### config.mk
export PLATFORM = sky130hd
export DESIGN_NAME = vram_port_b_arbiter_flat
export DESIGN_NICKNAME = d
export VERILOG_FILES = /design/src/rtl/vram_pkg.sv /design/src/rtl/vram_port_b_arbiter_if.sv /design/src/rtl/vram_fill_engine.sv /design/src/rtl/vram_port_b_arbiter.sv /design/src/flat_wrapper.sv
export SDC_FILE = /design/constraint.sdc
export NUM_CORES = 1
export LEC_CHECK = 0
export BUFFER_PORTS_ARGS = -buffer_cell sky130_fd_sc_hd__buf_2
export CORE_ASPECT_RATIO = 1.2
export CORE_MARGIN = 1
export CORE_UTILIZATION = 53
export DETAILED_ROUTE_END_ITERATION = 16
export GPL_TIMING_DRIVEN = 0
export PLACE_DENSITY = 0.86
export SYNTH_ARGS = -nofsm -noshare
export SYNTH_HDL_FRONTEND = slang
export SYNTH_SLANG_ARGS = --single-unit
### constraint.sdc
create_clock -name clock -period 3.5 [get_ports clock]
set_clock_uncertainty 0.1 [all_clocks]
set_input_delay 0.175 -clock clock [delete_from_list [all_inputs] [get_ports clock]]
set_output_delay 0.175 -clock clock [all_outputs]
set_load 0.005 [all_outputs]
### src/rtl/vram_pkg.sv
// Shared types and sizes for the VRAM port-B arbiter.
// Imported by the interface, the fill engine and the top.
package vram_pkg;

  localparam int VRAM_AW = 11;
  localparam int VRAM_DW = 32;

  typedef enum logic [1:0] {
    FILL_IDLE,
    FILL_RUN,
    FILL_DONE
  } fill_state_t;

  typedef enum logic {
    GNT_CPU,
    GNT_FILL
  } grant_t;

endpackage

### src/rtl/vram_port_b_arbiter_if.sv
// Avalon-MM slave bundle between the CPU fabric and the arbiter.
// The CPU side is the master; the arbiter is the slave.
interface vram_port_b_arbiter_if
  import vram_pkg::*;
#(
  parameter int AW = VRAM_AW,
  parameter int DW = VRAM_DW
);

  logic [AW-1:0]   AVL_ADDR;
  logic            AVL_WREN;
  logic            AVL_REN;
  logic [DW/8-1:0] AVL_BYTE_EN;
  logic [DW-1:0]   AVL_WRITEDATA;
  logic [DW-1:0]   AVL_READDATA;
  logic            AVL_WAITREQ;

  modport master (
    output AVL_ADDR,
    output AVL_WREN,
    output AVL_REN,
    output AVL_BYTE_EN,
    output AVL_WRITEDATA,
    input  AVL_READDATA,
    input  AVL_WAITREQ
  );

  modport slave (
    input  AVL_ADDR,
    input  AVL_WREN,
    input  AVL_REN,
    input  AVL_BYTE_EN,
    input  AVL_WRITEDATA,
    output AVL_READDATA,
    output AVL_WAITREQ
  );

endinterface

### src/rtl/vram_fill_engine.sv
// Fill engine: latches a fill job and offers one word per cycle.
// The word advances only when the arbiter grants it.
module vram_fill_engine
  import vram_pkg::*;
#(
  parameter int AW = VRAM_AW,
  parameter int DW = VRAM_DW
) (
  input  logic          clock,
  input  logic          reset_n,
  input  logic          fill_start,
  input  logic [AW-1:0] fill_base,
  input  logic [AW:0]   fill_len,
  input  logic [DW-1:0] fill_pattern,
  input  logic          i_grant,
  output logic          o_offer,
  output logic [AW-1:0] o_addr,
  output logic [DW-1:0] o_data,
  output logic          fill_busy,
  output logic          fill_done
);

  fill_state_t   r_state;
  logic [AW-1:0] r_base;
  logic [AW:0]   r_len;
  logic [AW:0]   r_cnt;
  logic [DW-1:0] r_pat;
  logic          r_busy;
  logic          r_done;
  logic [AW:0]   w_next_cnt;

  assign w_next_cnt = r_cnt + 1'b1;

  // Address wraps naturally at 2^AW.
  assign o_addr    = r_base + r_cnt[AW-1:0];
  assign o_data    = r_pat;
  assign o_offer   = r_busy;
  assign fill_busy = r_busy;
  assign fill_done = r_done;

  // Fill FSM with job latch, word counter and registered flags.
  always_ff @(posedge clock or negedge reset_n) begin
    if (!reset_n) begin
      r_state <= FILL_IDLE;
      r_base  <= '0;
      r_len   <= '0;
      r_cnt   <= '0;
      r_pat   <= '0;
      r_busy  <= 1'b0;
      r_done  <= 1'b0;
    end else begin
      unique case (r_state)
        FILL_IDLE: begin
          if (fill_start) begin
            r_base <= fill_base;
            r_len  <= fill_len;
            r_pat  <= fill_pattern;
            r_cnt  <= '0;
            if (fill_len == '0) begin
              r_state <= FILL_DONE;
              r_done  <= 1'b1;
            end else begin
              r_state <= FILL_RUN;
              r_busy  <= 1'b1;
            end
          end
        end
        FILL_RUN: begin
          if (i_grant) begin
            r_cnt <= w_next_cnt;
            if (w_next_cnt == r_len) begin
              r_state <= FILL_DONE;
              r_busy  <= 1'b0;
              r_done  <= 1'b1;
            end
          end
        end
        FILL_DONE: begin
          r_state <= FILL_IDLE;
          r_done  <= 1'b0;
        end
        default: begin
          r_state <= FILL_IDLE;
          r_busy  <= 1'b0;
          r_done  <= 1'b0;
        end
      endcase
    end
  end

endmodule

### src/rtl/vram_port_b_arbiter.sv
// Round-robin share of VRAM port B between Avalon CPU and fill.
// Read data is registered; waitrequest drops the cycle after capture.
module vram_port_b_arbiter
  import vram_pkg::*;
#(
  parameter int AW         = VRAM_AW,
  parameter int DW         = VRAM_DW,
  parameter int RD_LATENCY = 1
) (
  input  logic            clock,
  input  logic            reset_n,
  vram_port_b_arbiter_if.slave avl,
  input  logic            fill_start,
  input  logic [AW-1:0]   fill_base,
  input  logic [AW:0]     fill_len,
  input  logic [DW-1:0]   fill_pattern,
  output logic            fill_busy,
  output logic            fill_done,
  output logic [AW-1:0]   vram_addr,
  output logic            vram_wren,
  output logic            vram_ren,
  output logic [DW/8-1:0] vram_byte_en,
  output logic [DW-1:0]   vram_wdata,
  input  logic [DW-1:0]   vram_rdata
);

  grant_t        r_last_grant;
  logic [1:0]    r_rd_cnt;
  logic          r_rd_served;
  logic [DW-1:0] r_rd_data;

  logic          w_fill_offer;
  logic [AW-1:0] w_fill_addr;
  logic [DW-1:0] w_fill_data;
  logic          w_rd_pending;
  logic          w_rd_capture;
  logic          w_cpu_wr;
  logic          w_cpu_rd;
  logic          w_gnt_cpu;
  logic          w_gnt_fill;
  logic          w_rd_issue;

  vram_fill_engine #(
    .AW (AW),
    .DW (DW)
  ) u_fill (
    .clock        (clock),
    .reset_n      (reset_n),
    .fill_start   (fill_start),
    .fill_base    (fill_base),
    .fill_len     (fill_len),
    .fill_pattern (fill_pattern),
    .i_grant      (w_gnt_fill),
    .o_offer      (w_fill_offer),
    .o_addr       (w_fill_addr),
    .o_data       (w_fill_data),
    .fill_busy    (fill_busy),
    .fill_done    (fill_done)
  );

  assign w_rd_pending = (r_rd_cnt != 2'd0);
  assign w_rd_capture = (r_rd_cnt == 2'd1);

  // Write wins when both strobes are up; a held read is not re-issued.
  assign w_cpu_wr = avl.AVL_WREN;
  assign w_cpu_rd = avl.AVL_REN & ~avl.AVL_WREN
                  & ~w_rd_pending & ~r_rd_served;

  // reset_n gating keeps port B quiet while reset is asserted.
  assign w_gnt_cpu = reset_n & (w_cpu_wr | w_cpu_rd)
                   & (~w_fill_offer | (r_last_grant == GNT_FILL));
  assign w_gnt_fill = reset_n & w_fill_offer & ~w_gnt_cpu;
  assign w_rd_issue = w_gnt_cpu & w_cpu_rd;

  assign avl.AVL_READDATA = r_rd_data;
  assign avl.AVL_WAITREQ  = ~((w_gnt_cpu & w_cpu_wr) | r_rd_served);

  // Port-B mux driven straight from the grant.
  always_comb begin
    vram_addr    = '0;
    vram_wren    = 1'b0;
    vram_ren     = 1'b0;
    vram_byte_en = '0;
    vram_wdata   = '0;
    unique case (1'b1)
      w_gnt_cpu: begin
        vram_addr    = avl.AVL_ADDR;
        vram_byte_en = avl.AVL_BYTE_EN;
        vram_wdata   = avl.AVL_WRITEDATA;
        vram_wren    = w_cpu_wr;
        vram_ren     = w_cpu_rd;
      end
      w_gnt_fill: begin
        vram_addr    = w_fill_addr;
        vram_byte_en = '1;
        vram_wdata   = w_fill_data;
        vram_wren    = 1'b1;
      end
      default: ;
    endcase
  end

  // Grant history plus read latency counter and capture.
  always_ff @(posedge clock or negedge reset_n) begin
    if (!reset_n) begin
      r_last_grant <= GNT_CPU;
      r_rd_cnt     <= 2'd0;
      r_rd_served  <= 1'b0;
      r_rd_data    <= '0;
    end else begin
      if (w_gnt_cpu) begin
        r_last_grant <= GNT_CPU;
      end else if (w_gnt_fill) begin
        r_last_grant <= GNT_FILL;
      end
      if (w_rd_issue) begin
        r_rd_cnt <= 2'(RD_LATENCY);
      end else if (w_rd_pending) begin
        r_rd_cnt <= r_rd_cnt - 2'd1;
      end
      if (w_rd_capture) begin
        r_rd_data <= vram_rdata;
      end
      r_rd_served <= w_rd_capture;
    end
  end

endmodule
### src/flat_wrapper.sv
// flat-port wrapper written by rule: the top's interface ports become plain ports
module vram_port_b_arbiter_flat import vram_pkg::*;
#(
  parameter int AW         = VRAM_AW,
  parameter int DW         = VRAM_DW,
  parameter int RD_LATENCY = 1
)
  (clock, reset_n, fill_start, fill_base, fill_len, fill_pattern, fill_busy, fill_done, vram_addr, vram_wren, vram_ren, vram_byte_en, vram_wdata, vram_rdata, avl_AVL_ADDR, avl_AVL_WREN, avl_AVL_REN, avl_AVL_BYTE_EN, avl_AVL_WRITEDATA, avl_AVL_READDATA, avl_AVL_WAITREQ);
  vram_port_b_arbiter_if #(.AW(AW), .DW(DW)) avl_i ();
  input  logic clock;
  input  logic reset_n;
  input  logic fill_start;
  input  logic [AW-1:0] fill_base;
  input  logic [AW:0] fill_len;
  input  logic [DW-1:0] fill_pattern;
  output logic fill_busy;
  output logic fill_done;
  output logic [AW-1:0] vram_addr;
  output logic vram_wren;
  output logic vram_ren;
  output logic [DW/8-1:0] vram_byte_en;
  output logic [DW-1:0] vram_wdata;
  input  logic [DW-1:0] vram_rdata;
  input wire logic [$bits(avl_i.AVL_ADDR)-1:0] avl_AVL_ADDR;
  input wire logic [$bits(avl_i.AVL_WREN)-1:0] avl_AVL_WREN;
  input wire logic [$bits(avl_i.AVL_REN)-1:0] avl_AVL_REN;
  input wire logic [$bits(avl_i.AVL_BYTE_EN)-1:0] avl_AVL_BYTE_EN;
  input wire logic [$bits(avl_i.AVL_WRITEDATA)-1:0] avl_AVL_WRITEDATA;
  output wire logic [$bits(avl_i.AVL_READDATA)-1:0] avl_AVL_READDATA;
  output wire logic [$bits(avl_i.AVL_WAITREQ)-1:0] avl_AVL_WAITREQ;
  assign avl_i.AVL_ADDR = avl_AVL_ADDR;
  assign avl_i.AVL_WREN = avl_AVL_WREN;
  assign avl_i.AVL_REN = avl_AVL_REN;
  assign avl_i.AVL_BYTE_EN = avl_AVL_BYTE_EN;
  assign avl_i.AVL_WRITEDATA = avl_AVL_WRITEDATA;
  assign avl_AVL_READDATA = avl_i.AVL_READDATA;
  assign avl_AVL_WAITREQ = avl_i.AVL_WAITREQ;
  vram_port_b_arbiter #(.AW(AW), .DW(DW), .RD_LATENCY(RD_LATENCY)) u_core (.clock(clock), .reset_n(reset_n), .avl(avl_i), .fill_start(fill_start), .fill_base(fill_base), .fill_len(fill_len), .fill_pattern(fill_pattern), .fill_busy(fill_busy), .fill_done(fill_done), .vram_addr(vram_addr), .vram_wren(vram_wren), .vram_ren(vram_ren), .vram_byte_en(vram_byte_en), .vram_wdata(vram_wdata), .vram_rdata(vram_rdata));
endmodule
## Yosys cells after proc, flatten, opt, wreduce, memory -nomap -nowiden

Cells that the tools add are included.

| word-level totals | value |
|---|---|
| flip-flop bits (word level) | 107 |
| bits in latches | 0 |
| memory bits (writable) | 0 |
| bits in read-only memories | 0 |
| input port bits | 139 |
| memories | 0 |

| cells by class | value |
|---|---|
| add/sub/neg operators | 3 |
| multiply operators | 0 |
| divide/modulo/power cells | 0 |
| order comparisons | 0 |
| eq/ne operators | 9 |
| shift operators | 0 |
| multiplexer cells | 27 |
| bitwise gates (word level) | 19 |
| reductions and logical operators | 11 |

Operators with widths:

| operator | number |
|---|---|
| $pmux W32 S2 | 1 |
| $mux W12 | 2 |
| $pmux W12 S2 | 1 |
| $pmux W11 S2 | 1 |
| $add A12 B1 Y12 const B | 1 |
| $eq A12 B12 Y1 | 1 |
| $logic_not A12 Y1 | 1 |
| $mux W2 | 6 |
| $add A11 B11 Y11 | 1 |
| $mux W1 | 11 |
| $ne A2 B2 Y1 const B | 5 |
| $and A1 B1 Y1 | 9 |
| $pmux W4 S2 | 1 |
| $reduce_bool A2 Y1 | 4 |
| $not A1 Y1 | 7 |
| $reduce_and A3 Y1 | 2 |
| $reduce_and A5 Y1 | 1 |
| $eq A2 B1 Y1 const B | 2 |
| $pmux W1 S2 | 2 |
| $pmux W2 S2 | 1 |
| $reduce_and A4 Y1 | 1 |
| $or A1 B1 Y1 | 3 |
| $pmux W1 S3 | 1 |
| $eq A2 B2 Y1 const B | 1 |
| other kinds (3) | 3 |

## Longest topological paths before layout

Gate-level depths: netlist of run 1.

| logic depth | value |
|---|---|
| depth in word-level cells | 11 |
| gate-level depth with buffers | 9 |

## Modules after synthesis

A second synthesis of run 1 with hierarchy kept.

| second synthesis, totals | value |
|---|---|
| cell total of the unflattened synthesis | 560 |
| area, all modules | 5,999.5 µm² |

Modules (own cells, without submodules):

| module | times used | cells an instance | area each (µm²) | sequential area each (µm²) |
|---|---|---|---|---|
| vram_fill_engine | 1 | 322 | 3,692.3 | 1,776.7 |
| vram_port_b_arbiter | 1 | 238 | 2,307.2 | 900.9 |

## Least setup slack after synthesis of run 1

Ideal clock, no wire load.

| timing path | value |
|---|---|
| path type | register -> register |
| from | reg u_core.u_fill.r_cnt[0] |
| to | reg u_core.u_fill.r_done (netlist: u_core.u_fill.fill_done) |
| data arrival time | 2.025 ns |
| slack | 1.248 ns |
| cell stages (with the launch flop) | 8 |
| period minus slack after synthesis | 2.252 ns |
| cell sequence | dfrtp_1 -> ha_1 -> and3_4 -> and3_4 -> xnor2_1 -> or4_4 -> nor4_4 -> o21bai_1 |

| on the way | value |
|---|---|
| longest elaborated chain between the ends | 4 |

RTL lines:

| item | RTL line | text |
|---|---|---|
| from (decl) | vram_fill_engine.sv:26 | `logic [AW:0] r_cnt;` |
| from (signal assigned) | vram_fill_engine.sv:70 | `r_cnt <= w_next_cnt;` |
| $add A12 B1 Y12 | vram_fill_engine.sv:32 | `assign w_next_cnt = r_cnt + 1'b1;` |
| $eq A12 B12 Y1 | vram_fill_engine.sv:71 | `if (w_next_cnt == r_len) begin` |
| $ne A2 B2 Y1 (no source line) | -- |  |
| $reduce_and A4 Y1 (no source line) | -- |  |
| to (signal assigned) | vram_fill_engine.sv:74 | `r_done <= 1'b1;` |
| to (signal assigned) | vram_fill_engine.sv:80 | `r_done <= 1'b0;` |
| to (signal assigned) | vram_fill_engine.sv:85 | `r_done <= 1'b0;` |
| to (decl) | vram_fill_engine.sv:29 | `logic r_done;` |

Every way passes these cells.
A chain may end at the register's enable or synchronous reset.

## Final worst setup path of run 1

| timing path | value |
|---|---|
| from | reg u_core.r_rd_cnt[0] |
| to | out vram_wdata[16] |

| on the way | value |
|---|---|
| longest elaborated chain between the ends | 10 |

RTL lines:

| item | RTL line | text |
|---|---|---|
| from (decl) | vram_port_b_arbiter.sv:28 | `logic [1:0] r_rd_cnt;` |
| from (signal assigned) | vram_port_b_arbiter.sv:117 | `r_rd_cnt <= 2'(RD_LATENCY);` |
| from (signal assigned) | vram_port_b_arbiter.sv:119 | `r_rd_cnt <= r_rd_cnt - 2'd1;` |
| $reduce_bool A2 Y1 (*) | vram_port_b_arbiter.sv:61 | `assign w_rd_pending = (r_rd_cnt != 2'd0);` |
| $not A1 Y1 (*) | vram_port_b_arbiter.sv:67 | `& ~w_rd_pending & ~r_rd_served;` |
| $and A1 B1 Y1 (*) (2 in series) | vram_port_b_arbiter.sv:67 |  |
| $or A1 B1 Y1 (*) | vram_port_b_arbiter.sv:70 | `assign w_gnt_cpu = reset_n & (w_cpu_wr \| w_cpu_rd)` |
| $and A1 B1 Y1 (*) | vram_port_b_arbiter.sv:70 |  |
| $and A1 B1 Y1 (*) | vram_port_b_arbiter.sv:71 | `& (~w_fill_offer \| (r_last_grant == GNT_FILL));` |
| $not A1 Y1 | vram_port_b_arbiter.sv:72 | `assign w_gnt_fill = reset_n & w_fill_offer & ~w_gnt_cpu;` |
| $and A1 B1 Y1 | vram_port_b_arbiter.sv:72 |  |
| $pmux W32 S2 (*) | vram_port_b_arbiter.sv:85 | `unique case (1'b1)` |
| to (decl) | flat_wrapper.sv:22 | `output logic [DW-1:0] vram_wdata;` |

Mark *: on every way between the ends. The rest lies on a longest branch, timed or not.

==> metrics.md, run 1 <==
| Metric | Value |
|---|---|
| CP Launch Type | `flop` |
| Fmax | `301 MHz` |
| Top_reg_cell synth | `dfrtp_1` |
| Fin crit share | `95.1%` |
| RSZ-0062 raised after global routing | `true` |
| CTS tree | `done` |
| Area Growth Syn to Fin | `44.7%` |
| Effective utilization at floorplan | `55.3%` |
| Pwr dens | `around 740 mW/mm^2` |
| Synth cell count leaders | `nand2_1 (198), dfrtp_1 (107), a22o_1 (35)` |
| Die H | `115 um` |
| Final hold violation count | `0` |
| Critical path, cell by cell | `inv_1 > ha_1 > and3b_1 > o21a_1 > a21boi_0 > buf_2 > buf_1 > a22o_1 > buf_2` |
| Vias in the first global route | `6,101` |
| Min cycle time layout | `3330 ps` |
| Post-synthesis sequential area ratio | `a little under half` |
| Max Buffers Root-to-Sink | `2` |
| Post-synth top area share | `47.7%` |
| Grt total ovfl | `0` |
| Pre-Repair DR Iteration Count | `5` |
| Required time of the critical path | `3220 ps` |
| Drt via density | `5.76` |
| Worst VDD drop | `0.000477 V` |
| Max transition margin | `between 50% and 60%` |
| Filler cell count | `626` |
| Hold_ws | `about 120 ps` |
| Mapped Area | `0.00562 sq mm` |
| Crit Path Max Fanout | `10` |
| Pre-CTS setup slack | `275 ps` |
| Setup violators final | `0` |
| Final slew viol count | `0` |
| Count leader, synth | `nand2_1` |
| Syn Inst Count | `601` |
| DPL Wire Length | `12,400 um` |
| Post-CTS Setup Bufs | `0` |
| Initial antenna violation count | `2` |
| Routed WL | `~20,000 um` |
| Chip width | `96.0 um` |
| Clock Pin Slew Worst Setup and Hold Paths | `70 ps` |
| EDFF count, synth | `0` |
| Status | `finished, final reports clean` |
| Synthesis Warnings | `0` |
| Via count | `between 6,000 and 7,000` |
| Root buf cell | `clkbuf_16` |
| Synth cell types | `55` |
| Drt drc | `0` |
| Largest net degree at the start of global routing | `63` |
| CP endpoint kind | `output pin` |
| Clock sink total | `107` |
| Lkg Pwr | `~4.2 nW` |
| Gp weighted congestion | `0.871` |
| Final Total Pwr | `6.04 mW` |
| Number of synthesized register bits | `107` |
| TNS Setup | `0 ps` |
| Slowest-stage cell, CP | `dfrtp_1` |
| First-pass GRT wire length | `slightly above 30,000 um` |
| Placement Rows | `40` |
| # nets final | `1,077` |
| Core Region | `0.0102 sq mm` |
| Final ANT Viol Nets | `0` |
| Worst setup margin | `173 ps` |
| Layout cells sized above 1 | `31.7%` |
| Syn avg cell area | `between 9 and 10 sq um` |
| CTS buffer count | `9` |
| Yosys top cell by area | `dfrtp_1` |
| Initial DRC Count | `465` |
| Least-Margin Pin Slew | `631 ps` |
| Maxcap violations | `0` |
| Syn Nets | `755` |
| IO buf count | `around 220` |
| Crit-path max cell delay | `420 ps` |
| Hold crit path type | `in -> reg` |
| Most common cell on crit path | `buf_2` |
| H-tree depth | `3` |
| Wire per inst | `19.1 um` |
| CP Class | `reg -> out` |
| Top post-synthesis cells by area | `dfrtp_1 (48%), nand2_1 (13%), mux2_2 (6.6%)` |
| Clk Latency, worst-skew pair | `350 ps` |
| Fraction of registers with async set/reset | `100%` |
| DIE AREA | `0.0110 sq mm` |
| IO Pins | `around 220` |
| Crit path DAT | `between 3000 and 4000 ps` |
| Total Routing Usage GR | `37.4%` |
[routing by layer]
layer,GRT usage (%),part of all wire (%),up-vias
li1,-,-,2703
met4,20.2,4.2,0
met3,8.73,7.8,83
met5,0,0,-
met2,64.4,51,409
met1,42.7,37,2904
[final cells by class]
class,instances,area (sq um),area share [%]
Antenna cell,4,10.0,0.123
Buffer,35,161,1.99
Clock buffer,10,239,2.94
Clock inverter,6,68.8,0.847
Inverter,9,33.8,0.416
Multi-Input combinational cell,450,2750,33.9
Sequential cell,107,2680,33.0
Tap cell,126,158,1.94
Timing Repair Buffer,311,2030,24.9
[flip-flops by register name, indices dropped and copies added, names as in the netlist]
signal / count
u_core.u_fill.r_len: 12
u_core.u_fill.fill_busy: 1
u_core.r_rd_cnt: 2
u_core.u_fill.o_data: 32
u_core.u_fill.r_state: 2
u_core.u_fill.fill_done: 1
u_core.u_fill.r_base: 11
u_core.u_fill.r_cnt: 12
u_core.avl.AVL_READDATA: 32
u_core.r_last_grant: 1
u_core.r_rd_served: 1
[where the power goes]
group / internal [mW] / switching, mW
clock: 0.582 / 0.492
combinational: 1.29 / 1.44
sequential: 1.81 / 0.430
total: 3.67 / 2.37
[final timing paths]
| check | cells past startpoint | slack, ps | endpoint | startpoint |
|---|---|---|---|---|
| worst max register to register | 8 | 890 | u_core.u_fill.r_cnt[9] | u_core.r_rd_cnt[0] |
| min in group asynchronous | 2 | 210 | u_core.u_fill.r_base[5] | reset_n |
| worst min-delay path | 3 | 120 | u_core.u_fill.r_state[0] | fill_start |
| worst max-delay path | 9 | 170 | vram_wdata[16] | u_core.r_rd_cnt[0] |
| max in group asynchronous | 3 | 2430 | u_core.u_fill.fill_busy | reset_n |
| worst min register to register | 2 | 390 | u_core.u_fill.r_base[7] | u_core.u_fill.r_base[7] |
[placed cells by master (no fill, tap or decap), types with 9 or more instances in the layout]
| master | synthesis | layout |
|---|---|---|
| nor2_1 | 21 | 21 |
| dfrtp_1 | 107 | 107 |
| a21oi_1 | 11 | 10 |
| mux2_2 | 33 | 33 |
| clkbuf_1 | 21 | 20 |
| nand2_1 | 198 | 198 |
| dlygate4sd3_1 | 0 | 88 |
| o21ai_0 | 26 | 26 |
| a22o_1 | 35 | 35 |
| inv_1 | 9 | 9 |
| clkbuf_16 | 0 | 9 |
| xnor2_1 | 15 | 15 |
| ha_1 | 14 | 14 |
| xor2_1 | 15 | 15 |
| buf_2 | 1 | 222 |
[timing repair]
action	in CTS	in global routing
hold endpoints to repair	133	0
gates resized for setup	1	5
setup endpoints to repair	2	43
hold buffers	88	0
[critical path, delay by kind of cell (launching register included)]
| kind | cells | cell delay [ps] |
|---|---|---|
| DFF | 1 | 420 |
| AOI/OAI and AO/OA | 3 | 880 |
| and+or+nand+nor | 1 | 200 |
| adders and majority gates | 1 | 230 |
| buffers and inverters | 4 | 970 |
[cell families after synthesis]
logic type,synth area share [%]
AND/OR/NAND/NOR,21.1
AO/OA/AOI/OAI,13.1
adder cells (fa/ha/maj),3.48
flip-flops,47.7
XOR/XNOR,4.68
multiplexers,6.62
buffers and inverters,3.41
[metrics by stage]
| step | instances | utilization, % | area (sq um) |
|---|---|---|---|
| global placement | 949 | 67.8 | 6890 |
| CTS | 1054 | 79.8 | 8110 |
| finish | 1058 | 80.0 | 8130 |
| floorplan | 601 | - | 5620 |
| global route | 1056 | 79.9 | 8120 |
| detailed placement | 950 | 68.1 | 6920 |
Note: power is estimated with default switching activity, not from simulation.
==> run 2, diff against run 1 <==
==> constraint.sdc (replaced) <==
create_clock -name clock -period 3.5 [get_ports clock]
set_clock_uncertainty 0.1 [all_clocks]
set_input_delay 0.35 -clock clock [delete_from_list [all_inputs] [get_ports clock]]
set_output_delay 0.35 -clock clock [all_outputs]
set_load 0.005 [all_outputs]
==> run 2 against run 1 <==
  * Register-to-register slack is essentially flat
  * First-iteration DRC count is 43% lower
  * Setup slack improved by 57 ps
  * Global-route usage shrank 7.0 points
  * Critical path depth up 1
  * Via count down 13%
  * Non-clock buffer count shrank 86
  * Largest power group unchanged
  * Die area unchanged
  * Highest routed layer unchanged
  * Clock power is essentially flat
  * Count of clock-buffer cells in the layout stayed put
==> metrics.md, run 2 (same netlist as run 1, synthesis figures left out) <==
| Metric | Value |
|---|---|
| Die H | `115 um (unchanged)` |
| Crit-path max cell delay | `400 ps (-20 ps)` |
| Worst VDD drop | `0.000478 V (about the same)` |
| CP Class | `reg -> out` |
| Max Buffers Root-to-Sink | `2 (unchanged)` |
| CP endpoint kind | `output pin` |
| Effective utilization at floorplan | `55.3% (unchanged)` |
| Via count | `5,302 (-13%)` |
| Total Routing Usage GR | `30.4% (-7.0 points)` |
| Clock Pin Slew Worst Setup and Hold Paths | `70 ps (about the same)` |
| H-tree depth | `3 (unchanged)` |
| Final ANT Viol Nets | `0 (unchanged)` |
| Status | `finished, final reports clean` |
| CP Launch Type | `flop` |
| Wl on met1 | `6440 um (-13%)` |
| Chip width | `96.0 um (unchanged)` |
| Max transition margin | `60.5% (+2.6 points)` |
| Fmax | `306 MHz (+1.7%)` |
| IO buf count | `222 (unchanged)` |
| NetSw | `2.18 mW (-7.9%)` |
| Hold crit path type | `in -> reg` |
| Largest net degree at the start of global routing | `63 (unchanged)` |
| Sw frac | `37.6% (-1.5 points)` |
| Clock sink total | `107 (unchanged)` |
| Root buf cell | `clkbuf_16` |
| Comb pwr share | `43.8% (-1.4 points)` |
| Most common cell on crit path | `buf_2` |
| Required time of the critical path | `3050 ps (-170 ps)` |
| Critical path, cell by cell | `inv_1 > ha_1 > and3b_1 > o21a_1 > a21boi_1 > buf_2 > clkbuf_2 > nand2_1 > o21ai_0 > buf_2` |
| Final hold violation count | `0 (unchanged)` |
| First-pass GRT wire length | `25,300 um (-17%)` |
| # nets final | `991 (-8.0%)` |
| WL met3 | `953 um (-40%)` |
| Pre-Repair DR Iteration Count | `4 (-1)` |
| Clk Latency, worst-skew pair | `350 ps (about the same)` |
| Max Used Layer | `met4` |
| Detail Route met2 WL | `8410 um (-19%)` |
| Leading cell type in the layout, fill and taps excluded | `buf_2` |
| Core Region | `0.0102 sq mm (unchanged)` |
| Setup violators final | `0 (unchanged)` |
| Pwr dens | `796 mW/mm^2 (+7.0%)` |
| DIE AREA | `0.0110 sq mm (unchanged)` |
| Area Growth Syn to Fin | `29.5%` |
| Crit path DAT | `2820 ps (-230 ps)` |
| Power Internal | `3.61 mW (-1.8%)` |
| Wire per inst | `16.9 um (-12%)` |
| Layout cells sized above 1 | `35.0% (+3.4 points)` |
| RSZ-0062 raised after global routing | `false` |
| Initial DRC Count | `263 (-43%)` |
| Least-Margin Pin Slew | `592 ps (-38.5 ps)` |
| Crit Path Max Fanout | `10 (unchanged)` |
| Lkg Pwr | `3.86 nW (-8.3%)` |
| Commonest non-fill, non-tap cells in the layout | `buf_2 (223), nand2_1 (198), dfrtp_1 (107)` |
| Clock power frac | `18.5% (+0.7 points)` |
| Gp weighted congestion | `0.871 (unchanged)` |
| CTS tree | `done` |
| Fin crit share | `93.4% (-1.6 points)` |
| DPL Wire Length | `12,400 um (unchanged)` |
| Grt total ovfl | `0 (unchanged)` |
| Drt drc | `0 (unchanged)` |
| Filler cell count | `791 (+26%)` |
| Flop pwr share | `37.7% (+0.7 points)` |
| Vias in the first global route | `5,408 (-11%)` |
| Post-route cell area | `0.00728 sq mm (-10%)` |
| Initial antenna violation count | `0 (-2)` |
| Routed WL | `16,300 um (-19%)` |
| Hold_ws | `82.5 ps (-40.6 ps)` |
| Post-CTS Setup Bufs | `0 (unchanged)` |
| Drt via density | `5.48 (-5.0%)` |
| CTS buffer count | `9 (unchanged)` |
| DP Area | `0.00692 sq mm (unchanged)` |
| Placement Rows | `40 (unchanged)` |
| Maxcap violations | `0 (unchanged)` |
| Final slew viol count | `0 (unchanged)` |
| Min cycle time layout | `3270 ps (-56.8 ps)` |
| Slowest-stage cell, CP | `dfrtp_1` |
| IO Pins | `223 (unchanged)` |
| Inserted Diodes | `0 (-4)` |
==> run 2: cell types whose count changed in the layout (fill, tap and decap cells not counted), sizes merged <==
cell,previous run,this run
buf,233,234
diode,4,0
dlygate4sd3,88,1
==> run 2: timing repair <==
| action | 4_1_cts | 5_1_grt |
|---|---|---|
| pin swaps | 0 | 0 |
| hold buffers | 2 | 0 |
| endpoints found under the hold margin | 46 | 0 |
| setup endpoints to repair | 33 | 24 |
| resized for setup | 2 | 4 |
==> run 2: area by class of cell <==
class | count | area, sq um | area share (%)
clock buffers | 10 | 239 | 3.28
inverters | 9 | 33.8 | 0.464
flip-flops and latches | 107 | 2680 | 36.8
plain buffers | 35 | 161 | 2.22
well taps | 126 | 158 | 2.17
clock inverters | 6 | 68.8 | 0.946
multi-input cells | 450 | 2760 | 37.9
repair buffers | 225 | 1180 | 16.2
==> run 2: power by group through the flow <==
stage	combinational [mW]	sequential, mW	clock [mW]
4_1_cts	2.54	2.18	1.07
3_5_place_dp	2.50	2.19	0
3_3_place_gp	2.39	2.16	0
2_1_floorplan	1.62	2.12	0
5_1_grt	2.79	2.25	1.12
6_report	2.54	2.18	1.07
==> run 2: metal layers <==
layer | up-vias | global-route usage [%]
met3 | 44 | 6.75
met2 | 212 | 53.3
li1 | 2520 | -
met1 | 2526 | 35.1
met4 | 0 | 13.9
met5 | - | 0
==> run 2: path summary, 6_finish.rpt <==
check	startpoint	end	slack (ps)	cells after the start
setup / recovery	u_core.r_rd_cnt[1]	vram_addr[3]	230	10
setup reg to reg	u_core.r_rd_cnt[0]	u_core.u_fill.r_cnt[9]	890	8
hold reg to reg	u_core.u_fill.o_data[13]	u_core.u_fill.o_data[13]	380	2
hold / removal	fill_pattern[15]	u_core.u_fill.o_data[15]	80	3
min in group asynchronous	reset_n	u_core.u_fill.r_base[3]	460	3
max in group asynchronous	reset_n	u_core.u_fill.fill_busy	2540	3
==> run 2: worst max-delay path: cells and delay by family, from the launching register on <==
family / cells / cell delay (ps)
compound gates: 3 / 690
fa+ha+maj: 1 / 230
buf+inv: 4 / 890
flops: 1 / 400
simple gates: 2 / 270
==> run 2: through the flow <==
stage          power [mW]  std cells  setup slack, ps  util (%)  TNS [ps]
2_1_floorplan        3.74        601             1080         -         0
3_3_place_gp         4.55        949            -1080      67.8    -49420
3_5_place_dp         4.69        950            -75.0      68.1      -528
4_1_cts              5.79        968             15.8      71.5         0
5_1_grt              6.16        968             24.7      71.6         0
6_report             5.79        968              229      71.6         0
